`src/rtl/dm_subsys_pkg.sv`:
```
// Shared address map, STATUS bit layout and decode helpers for the
// data-memory subsystem.
package dm_subsys_pkg;

    localparam logic [31:0] RAM_TOP       = 32'h0000_00FF;
    localparam logic [31:0] TXD           = 32'h0000_0100;
    localparam logic [31:0] STATUS        = 32'h0000_0104;
    localparam logic [31:0] CYCLE         = 32'h0000_0108;
    localparam logic [31:0] CTRL          = 32'h0000_010C;
    localparam logic [31:0] UNMAPPED_DATA = 32'hFFFF_FFFF;

    localparam int STATUS_EMPTY     = 0;
    localparam int STATUS_FULL      = 1;
    localparam int STATUS_OVF       = 2;
    localparam int STATUS_COUNT_LSB = 4;
    localparam int STATUS_COUNT_W   = 5;

    typedef enum logic [2:0] {
        SEL_RAM,
        SEL_TXD,
        SEL_STATUS,
        SEL_CYCLE,
        SEL_CTRL,
        SEL_NONE
    } sel_e;

    // Byte-lane bits are masked off so any byte address hits its word.
    function automatic sel_e decode(input logic [31:0] addr);
        logic [31:0] a;
        a = addr & 32'hFFFF_FFFC;
        if (a <= RAM_TOP) return SEL_RAM;
        case (a)
            TXD:     return SEL_TXD;
            STATUS:  return SEL_STATUS;
            CYCLE:   return SEL_CYCLE;
            CTRL:    return SEL_CTRL;
            default: return SEL_NONE;
        endcase
    endfunction

    function automatic logic [31:0] status_word(input logic empty,
                                                input logic full,
                                                input logic ovf,
                                                input logic [STATUS_COUNT_W-1:0] count);
        logic [31:0] s;
        s = '0;
        s[STATUS_EMPTY] = empty;
        s[STATUS_FULL]  = full;
        s[STATUS_OVF]   = ovf;
        s[STATUS_COUNT_LSB +: STATUS_COUNT_W] = count;
        return s;
    endfunction

endpackage

```
`src/rtl/dm_subsys_tx_fifo.sv`:
```
// Synchronous byte FIFO without fall-through; a push into a full FIFO is
// accepted only when a pop frees a slot in the same cycle.
module tx_fifo #(
    parameter int DEPTH = 8,
    parameter int W     = 8,
    localparam int AW   = $clog2(DEPTH),
    localparam int CW   = AW + 1
) (
    input  logic          clk,
    input  logic          rst,
    input  logic          push,
    input  logic [W-1:0]  push_data,
    output logic          full,
    output logic          drop,
    output logic          valid,
    input  logic          ready,
    output logic [W-1:0]  head,
    output logic [CW-1:0] count,
    output logic          empty_next
);

    logic [W-1:0]  mem [DEPTH];
    logic [AW-1:0] wr_ptr;
    logic [AW-1:0] rd_ptr;
    logic [CW-1:0] cnt;
    logic [CW-1:0] cnt_next;
    logic          do_push;
    logic          do_pop;

    // Handshake: head is transferred on every edge where valid && ready;
    // valid never depends on ready, and head stays stable while valid && !ready.
    assign valid      = (cnt != '0);
    assign full       = (cnt == CW'(DEPTH));
    assign do_pop     = valid & ready;
    assign do_push    = push & (~full | do_pop);
    assign drop       = push & ~do_push;
    assign cnt_next   = cnt + CW'(do_push) - CW'(do_pop);
    assign empty_next = (cnt_next == '0);
    assign count      = cnt;
    assign head       = valid ? mem[rd_ptr] : '0;

    always_ff @(posedge clk) begin
        if (!rst && do_push) mem[wr_ptr] <= push_data;
    end

    always_ff @(posedge clk) begin
        if (rst) begin
            wr_ptr <= '0;
            rd_ptr <= '0;
            cnt    <= '0;
        end else begin
            if (do_push) wr_ptr <= wr_ptr + 1'b1;
            if (do_pop)  rd_ptr <= rd_ptr + 1'b1;
            cnt <= cnt_next;
        end
    end

endmodule

```
`src/rtl/dm_subsys.sv`:
```
// Data-memory subsystem on the core's DM port: word RAM, TX FIFO window,
// STATUS/CYCLE/CTRL registers and a registered transmit-done interrupt.
module dm_subsys
    import dm_subsys_pkg::*;
#(
    parameter int RAM_WORDS  = 64,
    parameter int FIFO_DEPTH = 8
) (
    input  logic        DM_CLK,
    input  logic        RST,
    input  logic        DM_WE,
    input  logic [31:0] DM_ADDR,
    input  logic [31:0] DM_WR_DATA,
    output logic [31:0] DM_RD_DATA,
    output logic [7:0]  TX_DATA,
    output logic        TX_VALID,
    input  logic        TX_READY,
    output logic        IRQ
);

    localparam int RAM_AW = $clog2(RAM_WORDS);
    localparam int CW     = $clog2(FIFO_DEPTH) + 1;

    sel_e              sel;
    logic [RAM_AW-1:0] ram_idx;
    logic [31:0]       ram [RAM_WORDS];
    logic [31:0]       cycle_cnt;
    logic              ovf;
    logic              ie;
    logic              ie_next;
    logic [31:0]       rd_next;
    logic              fifo_push;
    logic              fifo_full;
    logic              fifo_drop;
    logic              fifo_empty_next;
    logic [CW-1:0]     fifo_count;

    assign sel       = decode(DM_ADDR);
    assign ram_idx   = DM_ADDR[RAM_AW+1:2];
    assign fifo_push = DM_WE && (sel == SEL_TXD);
    assign ie_next   = (DM_WE && sel == SEL_CTRL) ? DM_WR_DATA[0] : ie;

    tx_fifo #(
        .DEPTH(FIFO_DEPTH),
        .W    (8)
    ) u_tx_fifo (
        .clk       (DM_CLK),
        .rst       (RST),
        .push      (fifo_push),
        .push_data (DM_WR_DATA[7:0]),
        .full      (fifo_full),
        .drop      (fifo_drop),
        .valid     (TX_VALID),
        .ready     (TX_READY),
        .head      (TX_DATA),
        .count     (fifo_count),
        .empty_next(fifo_empty_next)
    );

    always_comb begin
        rd_next = UNMAPPED_DATA;
        case (sel)
            SEL_RAM:    rd_next = ram[ram_idx];
            SEL_TXD:    rd_next = '0;
            SEL_STATUS: rd_next = status_word(~TX_VALID, fifo_full, ovf,
                                              STATUS_COUNT_W'(fifo_count));
            SEL_CYCLE:  rd_next = cycle_cnt;
            SEL_CTRL:   rd_next = {31'b0, ie};
            default:    rd_next = UNMAPPED_DATA;
        endcase
    end

    // RAM contents survive reset; only writes outside reset land.
    always_ff @(posedge DM_CLK) begin
        if (!RST && DM_WE && sel == SEL_RAM) ram[ram_idx] <= DM_WR_DATA;
    end

    always_ff @(posedge DM_CLK) begin
        if (RST) begin
            DM_RD_DATA <= '0;
            cycle_cnt  <= '0;
            ovf        <= 1'b0;
            ie         <= 1'b0;
            IRQ        <= 1'b0;
        end else begin
            if (!DM_WE) DM_RD_DATA <= rd_next;
            cycle_cnt <= (DM_WE && sel == SEL_CYCLE) ? '0 : cycle_cnt + 32'd1;
            if (fifo_drop)
                ovf <= 1'b1;
            else if (DM_WE && sel == SEL_STATUS && DM_WR_DATA[STATUS_OVF])
                ovf <= 1'b0;
            ie  <= ie_next;
            // Interrupt tracks the state this edge leaves behind.
            IRQ <= ie_next & fifo_empty_next;
        end
    end

endmodule

```
`config.mk`:
```
export PLATFORM = sky130hd
export DESIGN_NAME = dm_subsys
export DESIGN_NICKNAME = d
export VERILOG_FILES = /design/src/rtl/dm_subsys_pkg.sv /design/src/rtl/dm_subsys_tx_fifo.sv /design/src/rtl/dm_subsys.sv
export SDC_FILE = /design/constraint.sdc
export NUM_CORES = 2
export LEC_CHECK = 0
export CAP_MARGIN = 10
export CORE_UTILIZATION = 50
export DETAILED_ROUTE_END_ITERATION = 8
export PLACE_DENSITY = 0.68
export SYNTH_ARGS = -nofsm -noshare
export SYNTH_HDL_FRONTEND = slang
export SYNTH_SLANG_ARGS = --single-unit
```
`constraint.sdc`:
```
create_clock -name DM_CLK -period 4.4 [get_ports DM_CLK]
set_input_delay 0.88 -clock DM_CLK [delete_from_list [all_inputs] [get_ports DM_CLK]]
set_output_delay 0.88 -clock DM_CLK [all_outputs]
set_load 0.02 [all_outputs]
```
==> reports/results.txt <==
The congestion estimate from routability-driven global placement came to 0.976. After detailed routing, the number of vias per cell comes to 6.49. The post-synthesis to final-layout area growth was 15.7%; the remaining antenna violation count was 0. The final net count is 4579.

The leakage power is 31.1 nW. The worst setup path is launched from a flip-flop. Switching power total: 0.00968 W.

The run gives 0 as the number of buffers inserted to repair setup after CTS. Hold timing on the final database bottoms out at a slack of 344 ps. Static timing analysis puts the maximum clock frequency at 266 MHz. The slowest library cell on the worst path is sky130_fd_sc_hd__dfxtp_1.

For this run, asynchronously set or reset flops after synthesis account for 0%. The critical path goes through mux4_2, mux2i_1, nor2_1, clkdlybuf4s50_1. The share of total power dissipated in the clock network is 40.6%. Wires add up to 236 mm. The number of cells on the worst reg-to-reg path is 13.

The tools report the number of iterations in the first detailed-routing pass as 6. The number of instances in the placed design is 6490. The post-layout minimum cycle time was 3760 ps; the power density relative to cell area was 444 nW/um^2. No sink is reached through more buffers than the 3 on the longest clock path. The wire length of the first global-routing pass came out at 328 mm. The clock net in this run drives a total of 2192 sinks.

The total half-perimeter wirelength after legalization and detailed placement was 146 mm; the number of flops mapped to enable cells by yosys was 2112. The netlist uses 76 different library cells. Clock tree synthesis inserted a total of 211 buffers. Summed over all layers, the global routing overflow is 0. The width of the die was 413 um; the highest net fanout along the worst path was 16. The number of instances on the worst hold path was 1. The mean area per synthesized cell works out to 20.8 um^2.

Number of port buffers: 107. The worst pin sits at a relative slew slack of 17.9%. The share of total power dissipated in combinational logic is 6.5%.

The synthesized design contains 2192 register bits. The largest single stage delay on the critical path is 810 ps. The run gives 73 as the pin count of the biggest net entering global routing. Setup repair after global routing left no endpoint under its margin. Of the cells placed in the final design, the portion with a size suffix greater than 1 is 26.7%. In this run, the number of DRC markers left after iteration 0 of detailed routing was 6299.

The total of hold buffers inserted after clock tree synthesis is 0, and the number of global-route vias before repair is 43400. After floorplanning, the core was sized to cover 168000 um^2. Summing over every cut layer, the via total after detailed routing is 44700. For the number of maximum-capacitance violations, the log shows 0. CTS built an H-tree with a depth of 4.

Synthesis handed over a netlist of 4076 instances. Global routing used 27.8% of the available tracks. The floorplan die height works out to 413 um. The worst-case IR drop observed on VDD is 382 uV. For this run, design rule violations remaining after detail routing come to 0. Clock latency on the worst-skew pair, taken at its later pin, is 840 ps. The power share of the sequential group was 52.9%; the maximum clock skew at final layout was 30.0 ps.

Net switching is 22.3% of the power. The actual transition at the worst max-transition pin was 1230 ps. Clock root buffer master: sky130_fd_sc_hd__clkbuf_16. Once the floorplan was initialized, standard cells occupied 50.5% of the core. TritonCTS built the clock tree. For the worst setup path, the data required time is 3520 ps. The logs give 76.9% for the sequential fraction of the synthesis area and 0 for the total of cells resized after clock tree synthesis. Synthesis produced a netlist with a net count of 4154. Clock-pin slew was measured on the worst setup and hold paths at 60 ps. For the final routed database, the setup TNS stands at 0 ps.

The path class of the lowest-slack min-delay path is in2reg. Setup violations remaining at the end of the flow were counted as 0. Detailed-route wire length per cell: 34.4 um. The most used flip-flop cell after synthesis is sky130_fd_sc_hd__edfxtp_1.

The synthesized area was 84600 um^2; the number of top-level pins was 110. The run gives 16 as the initial antenna violation count. The flow ran to the end, and the final reports show no timing, DRC or antenna violations. The finished layout holds 6884 standard cells, fillers aside. The internal portion of the total power is 0.0338 W. Critical path capture point type: a primary output. The critical path class is reg2out. The die covers 171000 um^2. The number of warning messages in the yosys log was 0. The final worst-path cycle share works out to 85.6%.

The initialized floorplan defines 150 standard-cell rows. The final number of hold-violating endpoints was 0; the final number of max-transition violations was 0. STA puts the critical path data arrival time at 2880 ps.
## per-stage QoR
| stage | total power [W] | area (um^2) | util, % | setup WS, ps |
|---|---|---|---|---|
| after global placement | 0.0262 | 91100 | 54.4 | 135 |
| after global routing | 0.0446 | 97900 | 58.4 | 528 |
| after detailed placement | 0.0262 | 91100 | 54.4 | 41.8 |
| final | 0.0435 | 97900 | 58.4 | 635 |
| after floorplan | 0.0248 | 84600 | - | 155 |
| after CTS | 0.0437 | 97900 | 58.4 | 530 |
## critical path: cells and delay by family (launching register included)
family	cells	cell delay, ps
flip-flops	1	810
multiplexers	2	630
buffers and inverters	1	550
AND/OR/NAND/NOR	1	70
## routing by layer
| metal | vias to the layer above | wire [um] | track usage (%) |
|---|---|---|---|
| met2 | 2679 | 108000 | 41.7 |
| li1 | 17900 | - | - |
| met4 | 14 | 11500 | 12.1 |
| met1 | 23600 | 90200 | 38.4 |
| met5 | - | 92 | 0 |
| met3 | 503 | 27000 | 7.54 |
## state kept, by name (all words and copies together) (netlist names), named ones only
signal / cells
DM_RD_DATA: 32
u_tx_fifo.mem: 64
u_tx_fifo.wr_ptr: 3
ram: 2048
ovf: 1
u_tx_fifo.count: 4
IRQ: 1
u_tx_fifo.rd_ptr: 3
ie: 1
cycle_cnt: 32
## cell families after synthesis
family                     after synthesis  synth area share, %
xor gates and xnor gates                29                0.300
AOI/OAI and AO/OA                      433                 3.76
muxes                                  684                 14.7
DFF                                   2192                 76.9
buffers and inverters                  251                 1.54
and+or+nand+nor                        477                 2.68
adders and majority gates               10                0.157
## power by group through the flow
stage,sequential (W),clock (W),combinational [W]
4_1_cts,0.0230,0.0179,0.00281
3_5_place_dp,0.0234,0,0.00280
3_3_place_gp,0.0234,0,0.00276
2_1_floorplan,0.0234,0,0.00143
6_report,0.0230,0.0177,0.00283
5_1_grt,0.0230,0.0187,0.00296
## synthesized netlist by cell type, types with 8 or more instances
cell,number,area share [%]
sky130_fd_sc_hd__xnor2_1,19,0.20
sky130_fd_sc_hd__edfxtp_1,2112,75
sky130_fd_sc_hd__o22ai_1,56,0.41
sky130_fd_sc_hd__inv_1,20,0.089
sky130_fd_sc_hd__o21a_1,18,0.16
sky130_fd_sc_hd__buf_2,45,0.27
sky130_fd_sc_hd__a221oi_1,19,0.20
sky130_fd_sc_hd__nor2b_1,10,0.074
sky130_fd_sc_hd__mux2i_1,210,2.5
sky130_fd_sc_hd__a22o_1,11,0.11
sky130_fd_sc_hd__a31o_2,11,0.11
sky130_fd_sc_hd__a2111oi_0,10,0.10
sky130_fd_sc_hd__mux2_2,30,0.40
sky130_fd_sc_hd__a21oi_1,50,0.30
sky130_fd_sc_hd__nor2_1,167,0.74
sky130_fd_sc_hd__buf_1,38,0.17
sky130_fd_sc_hd__a32oi_1,9,0.093
sky130_fd_sc_hd__nand3_1,30,0.18
sky130_fd_sc_hd__o22a_1,8,0.083
sky130_fd_sc_hd__a211oi_1,16,0.14
sky130_fd_sc_hd__nor4_1,19,0.14
sky130_fd_sc_hd__buf_4,40,0.35
sky130_fd_sc_hd__xor2_1,10,0.10
sky130_fd_sc_hd__buf_6,21,0.28
sky130_fd_sc_hd__nand2_1,133,0.59
sky130_fd_sc_hd__dfxtp_1,80,1.9
sky130_fd_sc_hd__o31ai_1,12,0.11
sky130_fd_sc_hd__ha_1,9,0.13
sky130_fd_sc_hd__a22oi_1,34,0.30
sky130_fd_sc_hd__clkbuf_1,86,0.38
sky130_fd_sc_hd__nor3_1,31,0.18
sky130_fd_sc_hd__o221ai_1,42,0.43
sky130_fd_sc_hd__a221o_1,9,0.11
sky130_fd_sc_hd__or3_1,11,0.081
sky130_fd_sc_hd__o21ai_0,51,0.30
sky130_fd_sc_hd__a211o_1,22,0.23
sky130_fd_sc_hd__mux4_2,444,12
sky130_fd_sc_hd__nand4_1,8,0.059
## cell usage in the layout, fill, tap and decap left out, types with 10 or more instances in the layout
| cell type | Yosys | layout |
|---|---|---|
| sky130_fd_sc_hd__dfxtp_1 | 80 | 80 |
| sky130_fd_sc_hd__o21ai_0 | 51 | 51 |
| sky130_fd_sc_hd__a21oi_1 | 50 | 50 |
| sky130_fd_sc_hd__buf_12 | 0 | 84 |
| sky130_fd_sc_hd__a31o_2 | 11 | 11 |
| sky130_fd_sc_hd__or3_1 | 11 | 11 |
| sky130_fd_sc_hd__nor3_1 | 31 | 31 |
| sky130_fd_sc_hd__mux4_2 | 444 | 444 |
| sky130_fd_sc_hd__bufinv_16 | 0 | 16 |
| sky130_fd_sc_hd__buf_2 | 45 | 32 |
| sky130_fd_sc_hd__xnor2_1 | 19 | 19 |
| sky130_fd_sc_hd__nor2_1 | 167 | 103 |
| sky130_fd_sc_hd__xor2_1 | 10 | 10 |
| sky130_fd_sc_hd__a211o_1 | 22 | 22 |
| sky130_fd_sc_hd__a2111oi_0 | 10 | 10 |
| sky130_fd_sc_hd__mux2i_1 | 210 | 210 |
| sky130_fd_sc_hd__a211oi_1 | 16 | 16 |
| sky130_fd_sc_hd__o21a_1 | 18 | 18 |
| sky130_fd_sc_hd__buf_4 | 40 | 252 |
| sky130_fd_sc_hd__inv_1 | 20 | 20 |
| sky130_fd_sc_hd__nand2_1 | 133 | 133 |
| sky130_fd_sc_hd__a22oi_1 | 34 | 34 |
| sky130_fd_sc_hd__clkdlybuf4s50_1 | 0 | 71 |
| sky130_fd_sc_hd__o31ai_1 | 12 | 12 |
| sky130_fd_sc_hd__clkinv_2 | 0 | 41 |
| sky130_fd_sc_hd__a22o_1 | 11 | 11 |
| sky130_fd_sc_hd__nand3_1 | 30 | 28 |
| sky130_fd_sc_hd__clkinv_1 | 1 | 46 |
| sky130_fd_sc_hd__mux2_2 | 30 | 30 |
| sky130_fd_sc_hd__clkbuf_16 | 0 | 211 |
| sky130_fd_sc_hd__o22ai_1 | 56 | 56 |
| sky130_fd_sc_hd__clkinvlp_4 | 0 | 10 |
| sky130_fd_sc_hd__o221ai_1 | 42 | 42 |
| sky130_fd_sc_hd__edfxtp_1 | 2112 | 2112 |
| sky130_fd_sc_hd__nor2_4 | 0 | 65 |
| sky130_fd_sc_hd__nor4_1 | 19 | 19 |
| sky130_fd_sc_hd__clkbuf_1 | 86 | 45 |
| sky130_fd_sc_hd__a221oi_1 | 19 | 19 |
## area by class of cell
type | instances | area [um^2]
fillers | 11900 | 69700
flip-flops and latches | 2192 | 65000
multi-input cells | 1633 | 18800
clock buffers | 257 | 5460
repair buffers | 442 | 4490
well taps | 2204 | 2760
clock inverters | 132 | 1300
inverters | 21 | 81.3
diodes | 3 | 7.51
## path summary, 6_finish.rpt
check        slack [ps]                        startpoint                                to
max                 640                         flip-flop                        TX_DATA[3]
min                 340                    DM_WR_DATA[11]              ram[9][11]$_DFFE_PP_
max reg2reg        1380     u_tx_fifo.count[2]$_SDFF_PP0_                    IRQ$_SDFF_PP0_
min reg2reg         500  u_tx_fifo.rd_ptr[1]$_SDFFE_PP0P_  u_tx_fifo.rd_ptr[1]$_SDFFE_PP0P_
Power figures use the tool's default switching activity.
==> RTL edit (config.mk and constraints unchanged) <==
Set the parameter `FIFO_DEPTH` to 16 (it was 8).
--- a/src/rtl/dm_subsys.sv
+++ b/src/rtl/dm_subsys.sv
@@ -4,7 +4,7 @@
     import dm_subsys_pkg::*;
 #(
     parameter int RAM_WORDS  = 64,
-    parameter int FIFO_DEPTH = 8
+    parameter int FIFO_DEPTH = 16
 ) (
     input  logic        DM_CLK,
     input  logic        RST,
Check against the original RTL: not settled (the Yosys comparison gave no result); the edit may change what the design does.
==> RTL edit against the original RTL <==
- power increased by 4.5%
- largest power group unchanged
- synthesized area increased by 3.3%
- routed wire length up 0.10%
- worst setup slack got worse by 0.36 ns
- design area is 3.4% higher
- sequential cell count grew 68
- critical endpoint is now TX_DATA[5]
- maximum frequency is 8.6% lower
- highest routed layer unchanged
==> RTL edit: results (changes against the original RTL) <==
status=completed; total nets after synthesis=4376 (+5.3%); Post-Syn Area per Cell=20.3 sq um (-2.0%); Layout Cells excl Fill=7217 (+4.8%); hold slack final=0.436 ns (+0.0916 ns); total number of vias=45800 (+2.4%); Met3 Wirelength=21800 microns (-19%); fraction of layout cells with a size suffix above 1=26.4% (-0.27 points); largest clock skew in the final design=0.0547 ns (+0.0248 ns); crit-path max FO=32 (+16); Critical Path End=TX_DATA[5]; area post-placement=94000 sq um (+3.2%); global-route track usage on met2=41.6% (-0.096 points); Net count, final=4785 (+4.5%); initial antenna violation count=10 (-6); hold path endpoint=ram[10][25]$_DFFE_PP_; total clock buffers created by CTS=218 (+3.3%); sequential area share after synthesis=76.7% (-0.16 points); maximum number of pins on one net before global-route repair=99 (+36%); overall routed net length=237000 microns (+0.10%); total leakage power=32.3 nW (+3.8%); wire length of the first global-routing pass=333000 microns (+1.4%); post-placement cell count=6808 (+4.9%); biggest registers after layout=ram (2048), u_tx_fifo.mem (128); number of synthesized flops with an enable pin=2176 (+3.0%); final weighted congestion of routability-driven global placement=0.930 (-4.7%); top cells by instance count after synthesis=2176 x sky130_fd_sc_hd__edfxtp_1, 446 x sky130_fd_sc_hd__mux4_2, 215 x sky130_fd_sc_hd__nor2_1
-- RTL edit: layout make-up --
| type | instances | area (sq um) |
|---|---|---|
| timing repair buffer | 430 | 4470 |
| inverter | 41 | 154 |
| multi-input combinational | 1753 | 19400 |
| clock buffer | 267 | 5840 |
| tap | 2325 | 2910 |
| clock inverter | 137 | 1380 |
| sequential | 2260 | 67000 |
| antenna | 4 | 10.0 |
| fill | 12500 | 72400 |
-- RTL edit: cell families (layout without fill, tap and decap cells) --
| group | count (synthesis) | in the layout | share of synthesized area (%) |
|---|---|---|---|
| other | 0 | 4 | 0 |
| adders and majority gates | 13 | 13 | 0.195 |
| xor gates and xnor gates | 38 | 38 | 0.381 |
| buffers and inverters | 282 | 875 | 1.63 |
| DFF | 2260 | 2260 | 76.7 |
| muxes | 691 | 691 | 14.4 |
| and+or+nand+nor | 517 | 517 | 2.97 |
| AOI/OAI and AO/OA | 494 | 494 | 3.74 |
-- RTL edit: power breakdown --
| part | switching, W | internal (W) |
|---|---|---|
| Combinational | 0.00177 | 0.00121 |
| Sequential | 0.000105 | 0.0236 |
| Clock | 0.00811 | 0.0106 |
-- RTL edit: per-stage QoR --
stage / setup slack (ns) / total power (W)
5_1_grt: 0.172 / 0.0466
2_1_floorplan: 0.0931 / 0.0258
4_1_cts: 0.194 / 0.0457
3_3_place_gp: 0.232 / 0.0271
6_report: 0.279 / 0.0455
3_5_place_dp: 0.156 / 0.0272
-- RTL edit: worst max-delay path, stage by stage, from the launching register on --
cell	delay (ns)
sky130_fd_sc_hd__dfxtp_2	0.34
sky130_fd_sc_hd__buf_12	0.25
sky130_fd_sc_hd__mux4_2	0.57
sky130_fd_sc_hd__mux4_2	0.47
sky130_fd_sc_hd__nor2b_1	0.17
sky130_fd_sc_hd__clkdlybuf4s50_1	0.55
